==> src/rtl/debouncer_multi.sv <==
// N-channel debouncer: updates O[n] only after I[n] holds one level for STABLE_CYCLES clocks.
// Define DEBOUNCE_SYNC_EN to add a two-flop synchroniser in front of every channel.
module debouncer_multi #(
    parameter int               WIDTH         = 2,
    parameter int               STABLE_CYCLES = 20,
    parameter logic [WIDTH-1:0] INIT          = {WIDTH{1'b0}}
) (
    input  logic             CLK,
    input  logic             RST,
    input  logic [WIDTH-1:0] I,
    output logic [WIDTH-1:0] O,
    output logic [WIDTH-1:0] RISE,
    output logic [WIDTH-1:0] FALL,
    output logic             ANY_CHANGE
);

    localparam int            CW   = $clog2(STABLE_CYCLES);
    localparam logic [CW-1:0] CMAX = CW'(STABLE_CYCLES - 1);

    if (WIDTH < 1 || STABLE_CYCLES < 2) begin : g_bad_param
        $error("debouncer_multi: WIDTH must be >= 1 and STABLE_CYCLES >= 2");
    end

    logic [WIDTH-1:0] s;

`ifdef DEBOUNCE_SYNC_EN
    logic [WIDTH-1:0] sync1_q;
    logic [WIDTH-1:0] sync2_q;

    always_ff @(posedge CLK or posedge RST) begin
        if (RST) begin
            sync1_q <= INIT;
            sync2_q <= INIT;
        end else begin
            sync1_q <= I;
            sync2_q <= sync1_q;
        end
    end

    assign s = sync2_q;
`else
    assign s = I;
`endif

    logic [WIDTH-1:0] iv_q,   iv_d;
    logic [WIDTH-1:0] o_q,    o_d;
    logic [WIDTH-1:0] rise_q, rise_d;
    logic [WIDTH-1:0] fall_q, fall_d;
    logic             any_q,  any_d;
    logic [CW-1:0]    cnt_q [WIDTH];
    logic [CW-1:0]    cnt_d [WIDTH];

    // A sample that differs from the last one restarts the run; a full run
    // commits the level and the counter then parks at its maximum.
    always_comb begin
        iv_d = iv_q;
        o_d  = o_q;
        for (int n = 0; n < WIDTH; n++) begin
            cnt_d[n] = cnt_q[n];
            if (s[n] != iv_q[n]) begin
                iv_d[n]  = s[n];
                cnt_d[n] = '0;
            end else if (cnt_q[n] == CMAX) begin
                o_d[n] = iv_q[n];
            end else begin
                cnt_d[n] = cnt_q[n] + 1'b1;
            end
        end
        rise_d = o_d & ~o_q;
        fall_d = ~o_d & o_q;
        any_d  = |(rise_d | fall_d);
    end

    always_ff @(posedge CLK or posedge RST) begin
        if (RST) begin
            iv_q   <= INIT;
            o_q    <= INIT;
            rise_q <= '0;
            fall_q <= '0;
            any_q  <= 1'b0;
            for (int n = 0; n < WIDTH; n++) begin
                cnt_q[n] <= '0;
            end
        end else begin
            iv_q   <= iv_d;
            o_q    <= o_d;
            rise_q <= rise_d;
            fall_q <= fall_d;
            any_q  <= any_d;
            for (int n = 0; n < WIDTH; n++) begin
                cnt_q[n] <= cnt_d[n];
            end
        end
    end

    assign O          = o_q;
    assign RISE       = rise_q;
    assign FALL       = fall_q;
    assign ANY_CHANGE = any_q;

endmodule
==> config.mk <==
export PLATFORM = sky130hd
export DESIGN_NAME = debouncer_multi
export DESIGN_NICKNAME = d
export VERILOG_FILES = /design/src/rtl/debouncer_multi.sv
export SDC_FILE = /design/constraint.sdc
export NUM_CORES = 1
export LEC_CHECK = 0
export ABC_CLOCK_PERIOD_IN_PS = 3700
export CORE_MARGIN = 1
export CORE_UTILIZATION = 50
export DETAILED_ROUTE_END_ITERATION = 8
export PLACE_DENSITY = 0.73
export SLEW_MARGIN = 20
export SYNTH_ARGS = -nofsm -noshare
export SYNTH_HDL_FRONTEND = slang
export SYNTH_SLANG_ARGS = --single-unit
==> constraint.sdc <==
create_clock -name CLK -period 3.7 [get_ports CLK]
set_input_delay 0.74 -clock CLK [delete_from_list [all_inputs] [get_ports CLK]]
set_output_delay 0.74 -clock CLK [all_outputs]
set_load 0.02 [all_outputs]
== Yosys cells after proc, flatten, opt, wreduce, memory -nomap -nowiden ==
Cells that the tools add are included.

* Reductions and logical operators: 1
* Multiplexer cells: 8
* Div/mod/pow operators: 0
* Shifts and indexed selects: 0
* Add/subtract/negate cells: 2
* Bitwise gates (word level): 5
* Equality and inequality tests: 6
* Multiply operators: 0
* Order comparisons: 0

{| class="wikitable"
|+ Operator list
! kind !! count
|-
| 5-bit 2-to-1 mux || 4
|-
| 5-bit by 1-bit adder with 5-bit output, second input constant || 2
|-
| 5-bit equality test, second input constant || 2
|-
| 2-bit bitwise AND || 2
|-
| 1-bit 2-to-1 mux || 4
|-
| 2-bit != test, second input constant || 2
|-
| 2-bit inverter || 2
|-
| 1-bit != test || 2
|-
| 2-bit bitwise OR || 1
|-
| 2-bit OR reduction || 1
|}

* Register bits: 19
* Bits in writable memories: 0
* Output and inout bits: 7
* Memory bits (read-only): 0
* Input port bits: 4
* Memories kept: 0
* Bits in latches: 0
* Logic and storage cells: 30

== Longest topological paths before layout ==
Gate-level depths: netlist of the first run.

* Depth in word-level cells: 7
* Mapped depth: 7
* Gate-level depth less buffers: 6

== Worst setup path after synthesis of the first run ==
No wires, ideal clock.

* Path kind: register to register
* Start: register cnt_q[5] in the netlist's numbering
* End: register any_q (netlist: ANY_CHANGE)
* Path buffers: 1
* Library setup time: 0.116 ns
* Setup slack: 2.109 ns
* Data required time: 3.584 ns
* Arrival: 1.475 ns
* Stages on the path, launching flop included: 8
* Clock period less this slack: 1.591 ns
* Cells stage by stage: dfrtp_1 -> ha_1 -> and4bb_1 -> buf_4 -> a21oi_1 -> a211oi_1 -> ha_1 -> nand2_1

* Word-level cells in the longest chain between the ends: 7
* Elaborated cells on any way between the ends: 8
* Those cells by class: eq/ne: 1; mux: 2; bitwise: 4; reduce/logical: 1

{| class="wikitable"
|+ Ends and longest elaborated chain
! item !! line !! text
|-
| from (decl) || 50 || <nowiki>logic [CW-1:0] cnt_q [WIDTH];</nowiki>
|-
| from (signal, indexed assignment) || 91 || <nowiki>cnt_q[n] <= cnt_d[n];</nowiki>
|-
| 5-bit equality test * || 63 || <nowiki>end else if (cnt_q[n] == CMAX) begin</nowiki>
|-
| 1-bit 2-to-1 mux * || 63 ||
|-
| 1-bit 2-to-1 mux * || 60 || <nowiki>if (s[n] != iv_q[n]) begin</nowiki>
|-
| 2-bit inverter || 70 || <nowiki>fall_d = ~o_d & o_q;</nowiki>
|-
| 2-bit bitwise AND || 70 ||
|-
| 2-bit bitwise OR * || 71 || <nowiki>any_d = |(rise_d | fall_d);</nowiki>
|-
| 2-bit OR reduction * || 71 ||
|-
| net any_d || 49 || <nowiki>logic any_q, any_d;</nowiki>
|-
| to (signal assigned) || 89 || <nowiki>any_q <= any_d;</nowiki>
|-
| to (decl) || 49 ||
|}

Mark *: on every way through the listed nets, which the timed path passes. The rest lies on a longest branch.
A chain may end at the register's enable or synchronous reset.

== Final worst setup path of the first run ==
* Start: register o_q[1] (netlist: O[1])
* End: output O[1]

{| class="wikitable"
|+ RTL lines
! item !! line !! text
|-
| from (decl) || 46 || <nowiki>logic [WIDTH-1:0] o_q, o_d;</nowiki>
|-
| from (signal assigned) || 77 || <nowiki>o_q <= INIT;</nowiki>
|-
| from (signal assigned) || 86 || <nowiki>o_q <= o_d;</nowiki>
|-
| to (decl) || 11 || <nowiki>output logic [WIDTH-1:0] O,</nowiki>
|}

No word-level cell between the ends.

==> results of run 1 <==
-- stage by stage --
| stage | util (%) | hold WS (ps) |
|---|---|---|
| final | 62.6 | 566 |
| after global routing | 62.6 | 593 |
| after CTS | 62.6 | 571 |
| after detailed placement | 60.9 | 545 |
| after global placement | 60.9 | 518 |
| after floorplan | - | 497 |
-- synth_stat cells --
master    number
a21oi_1        3
nand2b_1       2
a211oi_1       4
and4bb_1       2
xnor2_1        1
nand3_1        4
nand2_1        1
nor2_1        12
nand3b_1       1
xor2_1         8
mux2i_1        2
ha_1           4
or2_1          1
buf_4          1
inv_1          3
dfrtp_1       19
buf_6          1
and3_1         2
clkbuf_1       2
nor3_1         1
-- worst register-to-register path, cell delays in order (launching register included) --
cell	delay (ps)
dfrtp_1	410
ha_1	220
and4bb_1	400
a21oi_1	140
a211oi_1	210
ha_1	270
nand2_1	60
-- state kept, by name, indices dropped and copies added (netlist names) --
register	cells
O	2
ANY_CHANGE	1
iv_q	2
RISE	2
cnt_q	10
FALL	2
-- cell families (layout without fill, tap and decap cells) --
kind of cell / Yosys count / count (layout) / synth area share, %
buf+inv: 7 / 17 / 4.44
mux: 2 / 2 / 2.37
simple gates: 26 / 26 / 16.3
flops: 19 / 19 / 56.3
xor+xnor: 9 / 9 / 9.33
fa+ha+maj: 4 / 4 / 5.93
compound gates: 7 / 7 / 5.33
-- power by group through the flow --
stage          registers, mW  clock network, mW  logic (mW)
2_1_floorplan          0.232                  0      0.0295
4_1_cts                0.231              0.110      0.0396
3_3_place_gp           0.234                  0      0.0370
3_5_place_dp           0.235                  0      0.0394
6_report               0.231              0.107      0.0385
5_1_grt                0.232              0.117      0.0444
-- layout make-up --
cell class                 count  area (um^2)
clock buffer                   4         26.3
fill                         128          577
inverter                       3         11.3
multi-input combinational     48          332
sequential                    19          475
tap                           16         20.0
timing repair buffer          10          100
-- per-layer routing --
metal  GRT usage (%)  vias to the layer above
li1                -                      264
met1            20.0                      251
met2            31.0                        7
met3            3.83                        5
met4            12.7                        0
met5               0                        -
-- worst min path at each step --
stage | to | slack [ps] | cells past startpoint
floorplan | cnt_q[4] | 500 | 2
CTS | cnt_q[4] | 570 | 2
detailed placement | cnt_q[4] | 550 | 2
global placement | cnt_q[4] | 520 | 2
global route | cnt_q[4] | 590 | 2
finish | cnt_q[4] | 570 | 2
==> flow_summary_export.csv, run 1 <==
group,metric,value,unit
setup_path,r2r_slack,1940,ps
drt,drt_iter0_drc,1,
floorplan,fp.dieArea,1860,um^2
setup_path,path_buf_inv,1,
drt,drc,0,
yosys,synth_top_cell_area_share,56.3,%
clock_tree,cts_tree,"yes",
clock_tree,clock_sinks,19,
clock_tree,clk_pin_slew,110,ps
cells_and_area,layout_commonest_cell,"dfrtp_1",
yosys,ys_warn_count,0,
place,dp.cells,96,
timing,rsz0062_at_grt,"no",
power_and_ir_drop,leakage,0.455,nW
timing,max_slew.worst_pin.slew,712,ps
power_and_ir_drop,pwr-share-clk,28.5,%
run,maxCapViolations,0,
power_and_ir_drop,power,0.377,mW
floorplan,start_util,54.8,%
drt,wl_met1,610,um
setup_path,endpoint_kind,"output pin",
cells_and_area,area_growth_syn_to_layout,14.2,%
floorplan,num_rows,14,
clock_tree,hold_buffers,0,
power_and_ir_drop,power.switching,0.0973,mW
place,place_area,938,um^2
setup_path,path_cells,"clkdlybuf4s50_1",
timing,finalSetupViolations,0,
timing,layout_setup_ws,1620,ps
worst_hold_path,hold_start,"cnt_q[4]",
global_route,grt_use_total,18.3,%
setup_path,worstSetupPathType,"flip-flop to output pin",
timing,hold_viol_final,0,
cells_and_area,final_cell_mix,"19 x dfrtp_1, 12 x nor2_1, 10 x clkdlybuf4s50_1",
outcome,status,"finished, final reports clean",
yosys,synth_area_leader_cell,"dfrtp_1",
timing,min_period,2080,ps
clock_tree,clock_path_buffers,2,
setup_path,cp_max_fo,5,
cells_and_area,nets,93,
power_and_ir_drop,internal_power,0.279,mW
clock_tree,clock_latency,300,ps
cells_and_area,drive_gt1_share,3.57,%
yosys,synth_area_leaders,"dfrtp_1 56%, xor2_1 8.3%, ha_1 5.9%, nor2_1 5.3%, a211oi_1 3.6%",
place,hpwl,1.02,mm
power_and_ir_drop,power_density,390,nW/um^2
place,io_buffers,10,
global_route,grt_remaining_overflow,0,
setup_path,reg2reg_to,"ANY_CHANGE",
timing,setup_tns,0,ps
timing,fmax,480,MHz
timing,slew_viol_final,0,
clock_tree,post_cts_buffers,0,
yosys,postSynthCellCount,74,
setup_path,critPathArrivalTime,1340,ps
power_and_ir_drop,share_comb_of_total_power,10.2,%
drt,drt_pre_antenna_iters,2,
setup_path,crit_cells,1,
clock_tree,h-tree-depth,1,
drt,viasPerCell,5.27,
drt,topRoutingLayerUsed,"met4",
clock_tree,cts_inserted_buffers,3,
yosys,ys_ff_latch,19,
cells_and_area,fin_cells,100,
cells_and_area,stdcell_area,965,um^2
cells_and_area,num_antenna_cells,0,
drt,final_antenna_net_count,0,
power_and_ir_drop,swShare,25.8,%
global_route,grt_pass1_vias,566,
setup_path,startpoint_type,"flip-flop",
clock_tree,post_cts_resized,0,
setup_path,cp_slowest_cell,"clkdlybuf4s50_1",
global_route,grt_antenna_before_repair,0,
setup_path,r2r_start,"cnt_q[5]",
timing,skew,6.62,ps
drt,wl_met3,31,um
power_and_ir_drop,ir_drop,0.000213,V
setup_path,cp_data_required_time,2960,ps
power_and_ir_drop,p_seq_share,61.2,%
setup_path,max_stage_delay,620,ps
worst_hold_path,min_path_type,"flip-flop to flip-flop",
clock_tree,cts_root_buf,"clkbuf_4",
drt,vias,527,
global_route,grt_max_degree,20,
yosys,synthDistinctLibCells,20,
drt,detail_route.wl_per_cell,13.9,um
floorplan,core_area,1540,um^2
floorplan,die_w,43.1,um
place,gp_congestion,0.712,
setup_path,crit_family,"buffers and inverters",
drt,dr_wl_met2,702,um
yosys,syn_area,845,um^2
setup_path,crit_path_end,"O[1]",
setup_path,r2r_cells,6,
timing,period_share,56.3,%
floorplan,die_y,43.1,um
yosys,ys_seq_area_share,56.3,%
drt,wl,1.39,mm
floorplan,io_pins,11,
yosys,syn_nets,82,
global_route,grt_pass1_wl,2.41,mm
yosys,avgSynthCellArea,11.4,um^2
setup_path,cp-startpoint,"O[1]",
timing,max-slew-margin-rel,52.5,%
place,dp_slack,1670,ps
No activity file was read; power rests on OpenSTA's default activity.
==> run 2, diff against run 1 <==
ABC_CLOCK_PERIOD_IN_PS = 1900   (was 3700)
CORE_UTILIZATION = 47   (was 50)
PLACE_DENSITY = 0.72   (was 0.73)
clock period = 1.9 ns   (was 3.7 ns; I/O delays follow)
==> flow_summary_export.csv, run 2 (synthesis results as in run 1) <==
group,metric,value,unit
timing,whs,389,ps
clock_tree,clock_path_buffers,2,
floorplan,die_y,44.4,um
cells_and_area,largest_reg_flops,10,
timing,finalSetupViolations,0,
drt,detail_route.wl_per_cell,11.9,um
global_route,grt_pass1_wl,2.28,mm
drt,viasPerCell,5.02,
timing,setup_tns,0,ps
timing,period_share,90.2,%
timing,max-slew-margin-rel,75.5,%
drt,drc,0,
clock_tree,clock_latency,290,ps
floorplan,num_rows,14,
timing,hold_viol_final,0,
setup_path,startpoint_type,"flip-flop",
place,hpwl,985,um
floorplan,fp.dieArea,1970,um^2
place,io_buffers,10,
global_route,grt_use_total,16.4,%
power_and_ir_drop,p_seq_share,61.8,%
setup_path,path_cells,"clkdlybuf4s50_1",
cells_and_area,regMostFlops,"cnt_q",
place,gp_congestion,0.722,
global_route,grt_antenna_before_repair,0,
timing,fmax,583,MHz
floorplan,core_area,1590,um^2
clock_tree,h-tree-depth,1,
floorplan,die_w,44.4,um
timing,min_period,1710,ps
setup_path,crit_family,"buffers and inverters",
setup_path,worstSetupPathType,"flip-flop to output pin",
clock_tree,cts_tree,"yes",
power_and_ir_drop,ir_drop,0.000472,V
clock_tree,post_cts_buffers,0,
floorplan,start_util,53.0,%
outcome,status,"finished, final reports clean",
drt,drt_iter0_drc,5,
clock_tree,clock_sinks,19,
cells_and_area,area_growth_syn_to_layout,17.3,%
cells_and_area,layout_commonest_cell,"dfrtp_1",
global_route,grt_max_degree,20,
drt,final_antenna_net_count,0,
drt,drt_pre_antenna_iters,3,
power_and_ir_drop,leakage,0.468,nW
global_route,grt_pass1_vias,537,
timing,max_slew.worst_pin.slew,366,ps
cells_and_area,nets,95,
setup_path,path_buf_inv,1,
power_and_ir_drop,power_density,732,nW/um^2
worst_hold_path,min_path_type,"input port to asynchronous set/reset pin",
timing,slew_viol_final,0,
power_and_ir_drop,power.switching,0.184,mW
drt,vias,552,
run,maxCapViolations,0,
clock_tree,hold_buffers,0,
cells_and_area,n_fill_cell,145,
setup_path,endpoint_kind,"output pin",
clock_tree,clk_pin_slew,110,ps
timing,rsz0062_at_grt,"no",
cells_and_area,num_antenna_cells,0,
setup_path,max_stage_delay,620,ps
power_and_ir_drop,internal_power,0.542,mW
drt,wl,1.31,mm
timing,skew,3.29,ps
floorplan,io_pins,11,
setup_path,cp_max_fo,5,
power_and_ir_drop,pwr-share-clk,27.6,%
cells_and_area,final_cell_mix,"19 x dfrtp_1, 12 x nor2_1, 10 x clkdlybuf4s50_1",
setup_path,cp_slowest_cell,"clkdlybuf4s50_1",
cells_and_area,drive_gt1_share,6.98,%
clock_tree,post_cts_resized,0,
setup_path,cp_data_required_time,1520,ps
clock_tree,cts_inserted_buffers,3,
global_route,grt_remaining_overflow,0,
power_and_ir_drop,swShare,25.3,%
setup_path,critPathArrivalTime,1330,ps
clock_tree,cts_root_buf,"clkbuf_4",
power_and_ir_drop,share_comb_of_total_power,10.6,%
[run 2: changes by cell type in the layout (fill, tap and decap cells not counted)]
cell / previous run / this run
clkbuf_1: 1 / 0
clkinv_2: 0 / 1
buf_4: 0 / 2
[run 2: power by group through the flow]
stage / clock (mW) / sequential, mW / combinational [mW]
3_3_place_gp: 0 / 0.456 / 0.0751
3_5_place_dp: 0 / 0.457 / 0.0777
6_report: 0.200 / 0.449 / 0.0769
2_1_floorplan: 0 / 0.452 / 0.0575
5_1_grt: 0.224 / 0.452 / 0.0883
4_1_cts: 0.207 / 0.449 / 0.0788
[run 2: path summary, 6_finish.rpt]
kind | start | to | slack, ps | cells past startpoint
worst max-delay path | O[0] | O[0] | 190 | 1
worst min-delay path | RST | cnt_q[6] | 390 | 3
min in group CLK | cnt_q[4] | cnt_q[4] | 540 | 2
worst min register to register | cnt_q[4] | cnt_q[4] | 540 | 2
worst max register to register | cnt_q[5] | ANY_CHANGE | 190 | 6
max in group asynchronous | RST | cnt_q[1] | 1320 | 3
[run 2: per-stage QoR]
step                      cells  util [%]  power, mW  instance area (um^2)  setup WS, ps
after detailed placement    106      60.4      0.534                   963           201
final                       110      62.2      0.725                   991           186
after global routing        110      62.2      0.764                   991          75.5
after global placement      106      60.4      0.531                   963           266
after CTS                   110      62.2      0.734                   991           175
after floorplan              74         -      0.509                   845           309
[run 2: final cells by class]
cell class                      count  area (um^2)  area share (%)
Clock buffer                        3         22.5            2.27
Clock inverter                      1         5.00           0.505
Inverter                            3         11.3            1.14
Multi-Input combinational cell     48          332            33.5
Sequential cell                    19          475            48.0
Tap cell                           24         30.0            3.03
Timing Repair Buffer               12          115            11.6
[run 2: routing by layer]
layer	global-route usage, %	part of all wire [%]
met5	0	0
met4	9.09	0.69
met3	3.27	3.4
met2	26.8	49
met1	20.4	47
==> run 3, diff against run 2 <==
ABC_CLOCK_PERIOD_IN_PS = 2000   (was 1900)
CORE_UTILIZATION = 50   (was 47)
PLACE_DENSITY = 0.73   (was 0.72)
SETUP_SLACK_MARGIN = 0.15   (was default)
clock period = 2 ns   (was 1.9 ns; I/O delays follow)
==> flow_summary_export.csv, run 3 (synthesis results as in run 1) <==
group,metric,value,unit
floorplan,die_w,43.1,um
timing,slew_viol_final,0,
cells_and_area,drive_gt1_share,7.06,%
global_route,grt_remaining_overflow,0,
cells_and_area,stdcell_area,972,um^2
clock_tree,cts_root_buf,"clkbuf_4",
cells_and_area,layout_commonest_cell,"dfrtp_1",
clock_tree,cts_inserted_buffers,3,
floorplan,die_y,43.1,um
floorplan,io_pins,11,
setup_path,endpoint_kind,"output pin",
setup_path,reg2reg_to,"ANY_CHANGE",
clock_tree,cts_tree,"yes",
floorplan,core_area,1540,um^2
place,gp_congestion,0.711,
timing,fmax,582,MHz
setup_path,path_cells,"clkdlybuf4s50_1",
setup_path,r2r_start,"cnt_q[5]",
timing,setup_tns,0,ps
drt,final_antenna_net_count,0,
timing,hold_viol_final,0,
cells_and_area,area_growth_syn_to_layout,15.1,%
setup_path,path_buf_inv,1,
global_route,grt_pass1_wl,2.32,mm
place,hpwl,985,um
run,maxCapViolations,0,
floorplan,start_util,54.8,%
timing,period_share,85.9,%
global_route,grt_max_degree,20,
global_route,grt_antenna_before_repair,0,
setup_path,startpoint_type,"flip-flop",
place,place_area,946,um^2
drt,wl,1.35,mm
drt,detail_route.wl_per_cell,13.4,um
clock_tree,clock_path_buffers,2,
setup_path,worstSetupPathType,"flip-flop to output pin",
global_route,grtUsageMet1,24.6,%
drt,drt_pre_antenna_iters,4,
timing,max-slew-margin-rel,73.8,%
cells_and_area,final_cell_mix,"19 x dfrtp_1, 12 x nor2_1, 10 x clkdlybuf4s50_1",
outcome,status,"finished, final reports clean",
cells_and_area,n_fill_cell,138,
clock_tree,post_cts_buffers,0,
cells_and_area,post-route-util,63.1,%
floorplan,fp.dieArea,1860,um^2
clock_tree,clock_latency,290,ps
power_and_ir_drop,ir_drop,0.000390,V
worst_hold_path,min_path_type,"input port to asynchronous set/reset pin",
drt,viasPerCell,5.23,
cells_and_area,num_antenna_cells,0,
cells_and_area,regMostFlops,"cnt_q",
place,io_buffers,10,
timing,max_slew.worst_pin.slew,392,ps
drt,vias,528,
clock_tree,clk_pin_slew,100,ps
setup_path,cp_slowest_cell,"clkdlybuf4s50_1",
timing,rsz0062_at_grt,"no",
global_route,top_usage_layer,"met2",
setup_path,crit_family,"buffers and inverters",
power_and_ir_drop,power,0.689,mW
setup_path,cp-startpoint,"O[1]",
cells_and_area,largest_reg_flops,10,
clock_tree,post_cts_resized,0,
global_route,use_met3,3.83,%
setup_path,r2r_slack,320,ps
clock_tree,clock_sinks,19,
timing,skew,1.08,ps
clock_tree,hold_buffers,0,
drt,drt_iter0_drc,7,
setup_path,cp_data_required_time,1600,ps
timing,finalSetupViolations,0,
drt,drc,0,
setup_path,r2r_cells,6,
global_route,grt_use_total,17.8,%
setup_path,cp_max_fo,5,
global_route,grt_pass1_vias,511,
setup_path,critPathArrivalTime,1320,ps
setup_path,max_stage_delay,620,ps
floorplan,num_rows,14,
cells_and_area,nets,94,
power_and_ir_drop,power_density,708,nW/um^2
timing,layout_setup_ws,283,ps
place,dp_slack,267,ps
clock_tree,h-tree-depth,1,
timing,min_period,1720,ps
global_route,met2_usage,26.3,%
power_and_ir_drop,leakage,0.454,nW
run 3: changes by cell type in the layout (fill, tap and decap cells not counted), sizes merged:
cell	previous run	this run
buf	2	1
clkinv	1	0
clkbuf	3	4
run 3: per-layer routing:
metal  vias up  routed length, um
li1        270                  -
met4         0                  9
met1       250                645
met5         -                  0
met3         2                 34
met2         6                661
run 3: worst min-delay path: cells and delay by family:
family	cells	cell delay, ps
buffers and inverters	3	680
run 3: worst max-delay path by stage:
stage	cells after the start	end
6_report	1	O[1]
5_1_grt	6	ANY_CHANGE
4_1_cts	1	O[0]
3_5_place_dp	5	ANY_CHANGE
3_3_place_gp	6	ANY_CHANGE
2_1_floorplan	7	ANY_CHANGE
run 3: where the power goes:
group          leakage (nW)  internal, mW  total [mW]  switching [mW]
combinational         0.183        0.0351      0.0748          0.0398
sequential            0.256         0.406       0.427          0.0217
clock                0.0150        0.0775       0.186           0.109
total                 0.454         0.518       0.689           0.170
run 3: area by class of cell:
cell class / count / area, um^2 / area share, %
flip-flops and latches: 19 / 475 / 48.9
multi-input cells: 48 / 332 / 34.1
repair buffers: 11 / 108 / 11.1
clock buffers: 4 / 26.3 / 2.70
well taps: 16 / 20.0 / 2.06
inverters: 3 / 11.3 / 1.16
run 3: per-stage QoR:
step,std cells,hold slack [ps]
global route,101,423
CTS,101,410
detailed placement,97,531
floorplan,74,351
global placement,97,518
finish,101,415
